## src/rtl/core_pkg.sv

```systemverilog
// rtl/core_pkg.sv - shared pipeline control types and constants
// Exports REG_ADDR_W, the hazard-unit state encoding and the multiply
// latency default used by hazard_control_unit.
package core_pkg;

    localparam int REG_ADDR_W      = 3;
    localparam int MUL_LATENCY_DEF = 4;
    localparam int MUL_CNT_W       = 4;

    typedef enum logic {
        RUN      = 1'b0,
        MUL_WAIT = 1'b1
    } hcu_state_t;

endpackage

```

## src/rtl/sat_counter.sv

```systemverilog
// rtl/sat_counter.sv - W-bit saturating up-counter with enable
// Ports:
//   clk   : clock, rising edge
//   rst_n : asynchronous active-low reset, clears count
//   en    : count this cycle
//   count : current value, sticks at all-ones
module sat_counter #(
    parameter int W = 16
) (
    input  logic         clk,
    input  logic         rst_n,
    input  logic         en,
    output logic [W-1:0] count
);

    always_ff @(posedge clk or negedge rst_n) begin
        if (!rst_n) begin
            count <= '0;
        end else if (en && (count != {W{1'b1}})) begin
            count <= count + {{(W-1){1'b0}}, 1'b1};
        end
    end

endmodule

```

## src/rtl/hazard_control_unit.sv

```systemverilog
// rtl/hazard_control_unit.sv - load-use / branch / multiply pipeline sequencing
// Ports:
//   clk_i, rst_n_i          : clock and asynchronous active-low reset
//   id_*                    : source-register usage and multiply flag of the ID instruction
//   ex_*                    : load / write-back info of the EX instruction
//   branch_taken_i          : branch resolved taken in EX
//   pc_en_o, if_id_en_o     : front-end advance enables
//   if_id_flush_o           : IF-ID becomes a NOP
//   id_ex_bubble_o          : ID-EX loads a NOP
//   ex_hold_o               : EX-MEM holds while the multiplier runs
//   mul_start_o, mul_busy_o : multiplier start pulse / occupancy
//   stall_cycles_o          : saturating count of cycles with pc_en_o=0
module hazard_control_unit
    import core_pkg::*;
#(
    parameter int MUL_LATENCY = MUL_LATENCY_DEF,
    parameter int PERF_W      = 16
) (
    input  logic                  clk_i,
    input  logic                  rst_n_i,
    input  logic [REG_ADDR_W-1:0] id_rs_addr_i,
    input  logic [REG_ADDR_W-1:0] id_rt_addr_i,
    input  logic                  id_uses_rs_i,
    input  logic                  id_uses_rt_i,
    input  logic                  id_is_mul_i,
    input  logic                  ex_is_load_i,
    input  logic                  ex_reg_write_i,
    input  logic [REG_ADDR_W-1:0] ex_write_addr_i,
    input  logic                  branch_taken_i,
    output logic                  pc_en_o,
    output logic                  if_id_en_o,
    output logic                  if_id_flush_o,
    output logic                  id_ex_bubble_o,
    output logic                  ex_hold_o,
    output logic                  mul_start_o,
    output logic                  mul_busy_o,
    output logic [PERF_W-1:0]     stall_cycles_o
);

    localparam logic [MUL_CNT_W-1:0] MUL_LOAD = MUL_CNT_W'(MUL_LATENCY - 1);
    localparam logic [MUL_CNT_W-1:0] CNT_ONE  = MUL_CNT_W'(1);

    hcu_state_t           state;
    logic [MUL_CNT_W-1:0] mul_cnt;
    logic                 load_use;
    logic                 mul_go;
    logic                 stall_en;

    // r0 is deliberately not excluded: a load to r0 still stalls.
    assign load_use = ex_is_load_i & ex_reg_write_i &
                      ((id_uses_rs_i & (id_rs_addr_i == ex_write_addr_i)) |
                       (id_uses_rt_i & (id_rt_addr_i == ex_write_addr_i)));

    // A taken branch squashes the ID instruction, and a load-use stall keeps
    // it in ID, so a multiply only launches when neither applies.
    assign mul_go = (state == RUN) & ~branch_taken_i & ~load_use & id_is_mul_i;

    always_comb begin
        pc_en_o        = 1'b1;
        if_id_en_o     = 1'b1;
        if_id_flush_o  = 1'b0;
        id_ex_bubble_o = 1'b0;
        ex_hold_o      = 1'b0;
        mul_start_o    = 1'b0;
        mul_busy_o     = 1'b0;
        if (state == MUL_WAIT) begin
            // EX owns the multiply; branch and load-use inputs are ignored.
            mul_busy_o = 1'b1;
            pc_en_o    = 1'b0;
            if_id_en_o = 1'b0;
            ex_hold_o  = (mul_cnt != CNT_ONE);
        end else if (branch_taken_i) begin
            if_id_flush_o  = 1'b1;
            id_ex_bubble_o = 1'b1;
        end else if (load_use) begin
            pc_en_o        = 1'b0;
            if_id_en_o     = 1'b0;
            id_ex_bubble_o = 1'b1;
        end else if (id_is_mul_i) begin
            mul_start_o = 1'b1;
        end
    end

    always_ff @(posedge clk_i or negedge rst_n_i) begin
        if (!rst_n_i) begin
            state   <= RUN;
            mul_cnt <= '0;
        end else if (state == MUL_WAIT) begin
            mul_cnt <= mul_cnt - CNT_ONE;
            // Last count: product retires to MEM at this edge.
            if (mul_cnt == CNT_ONE) begin
                state <= RUN;
            end
        end else if (mul_go) begin
            state   <= MUL_WAIT;
            mul_cnt <= MUL_LOAD;
        end
    end

    assign stall_en = ~pc_en_o;

    sat_counter #(
        .W (PERF_W)
    ) u_stall_cnt (
        .clk   (clk_i),
        .rst_n (rst_n_i),
        .en    (stall_en),
        .count (stall_cycles_o)
    );

endmodule

```

## config.mk

```make
export PLATFORM = sky130hd
export DESIGN_NAME = hazard_control_unit
export DESIGN_NICKNAME = d
export VERILOG_FILES = /design/src/rtl/core_pkg.sv /design/src/rtl/sat_counter.sv /design/src/rtl/hazard_control_unit.sv
export SDC_FILE = /design/constraint.sdc
export NUM_CORES = 1
export LEC_CHECK = 0
export BUFFER_PORTS_ARGS = -buffer_cell sky130_fd_sc_hd__clkbuf_2
export CORE_ASPECT_RATIO = 0.6
export CORE_MARGIN = 8
export CORE_UTILIZATION = 53
export DETAILED_ROUTE_END_ITERATION = 16
export GPL_ROUTABILITY_DRIVEN = 0
export PLACE_DENSITY = 0.81
export SETUP_SLACK_MARGIN = 0.02
export SYNTH_ARGS = -nofsm -noshare
export SYNTH_HDL_FRONTEND = slang
export SYNTH_SLANG_ARGS = --single-unit
```

## constraint.sdc

```tcl
create_clock -name clk_i -period 3.68 [get_ports clk_i]
set_input_delay 0.184 -clock clk_i [delete_from_list [all_inputs] [get_ports clk_i]]
set_output_delay 0.184 -clock clk_i [all_outputs]
set_load 0.005 [all_outputs]
```

**Yosys cells after proc, flatten, opt, wreduce, memory -nomap -nowiden**

Cells that the tools add are included.
W data, S select, Z words.

- Flip-flop bits (word level): 21
- Input port bits: 17
- Word-level logic and storage cells: 43

- Add/sub/neg operators: 2
- Equality and inequality tests: 5
- Mux-type cells: 19
- Bitwise logic cells: 12
- Reductions and logical operators: 2

Operators with widths:

| kind | count |
|---|---|
| $mux W1 | 17 |
| $add A16 B1 Y16 const B | 1 |
| $ne A16 B16 Y1 const B | 1 |
| $mux W4 | 2 |
| $and A1 B1 Y1 | 7 |
| $eq A3 B3 Y1 | 2 |
| $eq A4 B1 Y1 const B | 1 |
| $ne A4 B1 Y1 const B | 1 |
| $not A1 Y1 | 4 |
| $sub A4 B1 Y4 const B | 1 |
| $reduce_bool A2 Y1 | 1 |
| $logic_and A1 B1 Y1 | 1 |
| $or A1 B1 Y1 | 1 |

**Longest topological paths before layout**

- Word-level depth: 9
- Mapped depth: 7

**Cells and area by module**

From an unflattened synthesis, not the netlist that was laid out.

- Cell total of the unflattened synthesis: 117
- Area, all modules: 1,271.2 µm²

By module, submodules not included:

| module | times used | cells an instance | area an instance (µm²) | sequential area each (µm²) |
|---|---|---|---|---|
| sat_counter | 1 | 72 | 859.6 | 400.4 |
| hazard_control_unit | 1 | 45 | 411.6 | 125.1 |

**Least setup slack after synthesis**

No wires, ideal clock.

- Kind: reg-to-reg
- From: register u_stall_cnt.count[0]
- To: register u_stall_cnt.count[1]
- Arrival time: 1.541 ns
- Slack: 2.012 ns
- Stages on the path, launching flop included: 7
- Path buffers: 0
- Path through: dfrtp_1 ha_1 nand3_1 nor4_4 nand2_1 nand2_1 mux2_1

- Longest elaborated chain between the ends: 2
- Elaborated cells between the ends (all ways): 3

RTL lines:

| item | RTL line | source |
|---|---|---|
| from (decl) | sat_counter.sv:13 | `output logic [W-1:0] count` |
| from (signal assigned) | sat_counter.sv:20 | `count <= count + {{(W-1){1'b0}}, 1'b1};` |
| parallel branches: the longest is 2 deep, another holds $add A16 B1 Y16 | - |  |

Parallel ways; which one is timed is not known.
A chain may end at the register's enable or synchronous reset.

**Worst setup path after layout**

Same ends and word-level chain as after synthesis.

==> impl_metrics.tcl <==
set metrics [dict create \
    outcome "finished, final reports clean" \
    setup.worst_path.start_class "register" \
    clockBufferDepth 2 \
    fp-row-count 13 \
    finalSetupTns_ns 0 \
    post_synth_num_cell_types 31 \
    synth_largest_type_area_fraction 0.435 \
    p_int_mw 0.519 \
    clk_transition_reported_paths_ns 0.07 \
    detailed_place_hpwl_microns 2310 \
    pwr-share-clk 0.178 \
    min_delay_worst_endpoint "state$_DFF_PN0_" \
    vias 1035 \
    startpoint_of_the_most_critical_register_to_register_path "u_stall_cnt.count[0]$_DFFE_PN0P_" \
    ys.flop_type "sky130_fd_sc_hd__dfrtp_1" \
    timing.critical_path.slowest_cell_delay_ns 0.47 \
    finalClockSkew_ns 0.000956 \
    worstMarginPinSlew_ns 0.534 \
    drtPass1Iterations 4 \
    cp_endpoint_kind "register" \
    initial_utilization 0.559 \
    swShare 0.385 \
    min_path_type "in2reg" \
    total_switching_power_mw 0.324 \
    crit_type "reg2reg" \
    drc_violation_count_after_routing 0 \
    startpoint "u_stall_cnt.count[0]$_DFFE_PN0P_" \
    grt_setup_unrepaired "false" \
    final_nets 181 \
    reg2reg_to "u_stall_cnt.count[1]$_DFFE_PN0P_" \
    period_needed_ns 2.11 \
    overflow 0 \
    insertion_delay_ns 0.26 \
    synth_seq_area_share 0.435 \
    num_io_pins 40 \
    asyncSetResetFlopFracSynth 1.00 \
    final-setup-viol-count 0 \
    maximum_frequency_from_static_timing_analysis_ghz 0.473 \
    antenna_found_initial 0 \
    max_cap_violations 0 \
    netlist_area_sq_mm 0.00121 \
    ys_top_cells_by_count "21 x sky130_fd_sc_hd__dfrtp_1, 20 x sky130_fd_sc_hd__xnor2_1, 10 x sky130_fd_sc_hd__nand3_1, 10 x sky130_fd_sc_hd__nor2_1, 7 x sky130_fd_sc_hd__nand2_1" \
    cts_sinks 21 \
    grt_pass1_wl_microns 4780 \
    synthesis.nets 140 \
    numPortBuffers 39 \
    final_cell_count_no_fill 190 \
    final-max-slew-violation-count 0 \
    combPwrFrac 0.377 \
    dieHeight_microns 53.0 \
    cts.root.buffer_cell "sky130_fd_sc_hd__clkbuf_8" \
    dpl-instance-area_sq_mm 0.00141 \
    synth.top_cells.by_area "sky130_fd_sc_hd__dfrtp_1 43%, sky130_fd_sc_hd__xnor2_1 14%, sky130_fd_sc_hd__nand3_1 4.1%" \
    core-area_sq_mm 0.00216 \
    final_design_area_no_fill_sq_mm 0.00147 \
    ys_ff_latch 21 \
    fillCellCount 159 \
    gr-usage-all-layers 0.147 \
    drive_gt1_frac 0.313 \
    dieWidth_microns 77.7 \
    vdd_drop_max_v 0.000346 \
    timing.critical_path.arrival_ns 2.26 \
    synth-edff-count 0 \
    synth_area_leader_cell "sky130_fd_sc_hd__dfrtp_1" \
    min_from "id_is_mul_i" \
    worst_slew_margin_rel 0.644 \
    placedCellCount 185 \
    reg2reg_setup_slack_ns 1.57 \
    grt_max_degree 22 \
    crit_path_frequent_cell "sky130_fd_sc_hd__nand2_1" \
    tritoncts "yes" \
    timing.critical_path.cells "ha_1, nand3_1, nor4_4, nand2_1, nand2_1, mux2_1" \
    worst-endpoint-required_ns 3.83 \
    synthesis.instances 120 \
    htreeDepth 1 \
    total_power_mw 0.843 \
    hold_violations 0 \
    share_seq_of_total_power 0.446 \
    vias_per_cell 5.45 \
    rr_worst_depth 6 \
    detailedRoute.firstIterationViolations 67 \
    detail-route-antenna-nets 0 \
    cell_with_the_biggest_individual_delay_on_the_critical_path "sky130_fd_sc_hd__dfrtp_1" \
    yosysWarningCount 0 \
    pwr_dens_mw_per_mm2 573 \
    period_share 0.574 \
    most_frequent_cell_after_synthesis "sky130_fd_sc_hd__dfrtp_1" \
    floorplan.die_area_sq_mm 0.00411 \
    tritoncts.num_buffers 3 \
    wl_per_cell_microns 15.3 \
    areaGrowthSynthToFinish_pct 21.6 \
    finalWirelength_microns 2900 \
    grt_pass1_vias 968 \
    n_antenna_cell 0 \
    power.leakage_nw 0.714 \
    cp_max_fo 12 \
    worst_hold_path.num_cells 3 \
    syn_area_per_cell_sq_um 10.1 \
]
## worst max path at each step
stage	cells past startpoint	to	slack, ns
floorplan	6	u_stall_cnt.count[1]$_DFFE_PN0P_	2.01
global placement	6	u_stall_cnt.count[1]$_DFFE_PN0P_	1.72
detailed placement	6	u_stall_cnt.count[1]$_DFFE_PN0P_	1.61
CTS	6	u_stall_cnt.count[1]$_DFFE_PN0P_	1.60
global route	6	u_stall_cnt.count[1]$_DFFE_PN0P_	1.42
finish	6	u_stall_cnt.count[1]$_DFFE_PN0P_	1.57
## sequential cells by signal, indices dropped and copies added (netlist names)
register	count
state	1
u_stall_cnt.count	16
mul_cnt	4
## logic make-up (layout without fill, tap and decap cells)
logic type	count (synthesis)	in the layout	synth area share
AND/OR/NAND/NOR	50	50	0.245
AO/OA/AOI/OAI	14	14	0.0839
buffers and inverters	10	50	0.0414
XOR/XNOR	20	20	0.145
flip-flops	21	21	0.435
adder cells (fa/ha/maj)	3	3	0.0311
multiplexers	2	2	0.0186
## metrics by stage
| step | worst slack [ns] | hold WS [ns] | utilization |
|---|---|---|---|
| 3_5_place_dp | 1.61 | 0.185 | 0.654 |
| 2_1_floorplan | 2.01 | -0.112 | - |
| 3_3_place_gp | 1.72 | 0.178 | 0.654 |
| 6_report | 1.57 | 0.324 | 0.680 |
| 5_1_grt | 1.42 | 0.378 | 0.680 |
| 4_1_cts | 1.60 | 0.324 | 0.680 |
## critical path, delay by kind of cell, from the launching register on
kind / cells / cell delay, ns
adders and majority gates: 1 / 0.27
DFF: 1 / 0.47
muxes: 1 / 0.33
and+or+nand+nor: 4 / 0.94
## routing by layer
| metal | vias to the layer above | share of wire | global-route usage |
|---|---|---|---|
| met5 | - | 0 | 0 |
| met4 | 0 | 0.0083 | 0.0311 |
| met3 | 7 | 0.050 | 0.0422 |
| met2 | 27 | 0.49 | 0.259 |
| met1 | 494 | 0.45 | 0.177 |
| li1 | 507 | - | - |
## layout by cell type, fill, tap and decap left out, types with 3 or more instances in the layout
master and instances:
sky130_fd_sc_hd__clkbuf_2 39, sky130_fd_sc_hd__dfrtp_1 21, sky130_fd_sc_hd__xnor2_1 20, sky130_fd_sc_hd__nand3_1 10, sky130_fd_sc_hd__nor2_1 10, sky130_fd_sc_hd__nand2_1 7
sky130_fd_sc_hd__nand4_1 6, sky130_fd_sc_hd__inv_1 5, sky130_fd_sc_hd__and3_1 5, sky130_fd_sc_hd__and4_1 4, sky130_fd_sc_hd__a21oi_1 4, sky130_fd_sc_hd__ha_1 3
sky130_fd_sc_hd__clkbuf_8 3
## power by group through the flow
stage	Clock [mW]	Combinational, mW	Sequential (mW)
floorplan	0	0.234	0.352
global placement	0	0.311	0.370
detailed placement	0	0.319	0.378
CTS	0.153	0.322	0.373
global route	0.164	0.349	0.388
finish	0.150	0.318	0.376
## final cells by class
cell class / count / area, sq um / area share
repair buffers: 40 / 205 / 0.140
inverters: 6 / 22.5 / 0.0153
well taps: 30 / 37.5 / 0.0255
multi-input cells: 89 / 633 / 0.431
clock inverters: 1 / 5.00 / 0.00340
clock buffers: 3 / 41.3 / 0.0281
flip-flops and latches: 21 / 526 / 0.357
## repair_timing
action | CTS | global route
endpoints found under the hold margin | 21 | 0
resized for setup | 0 | 0
buffers inserted | 0 | 0
hold buffers | 1 | 0
Power figures use the tool's default switching activity.
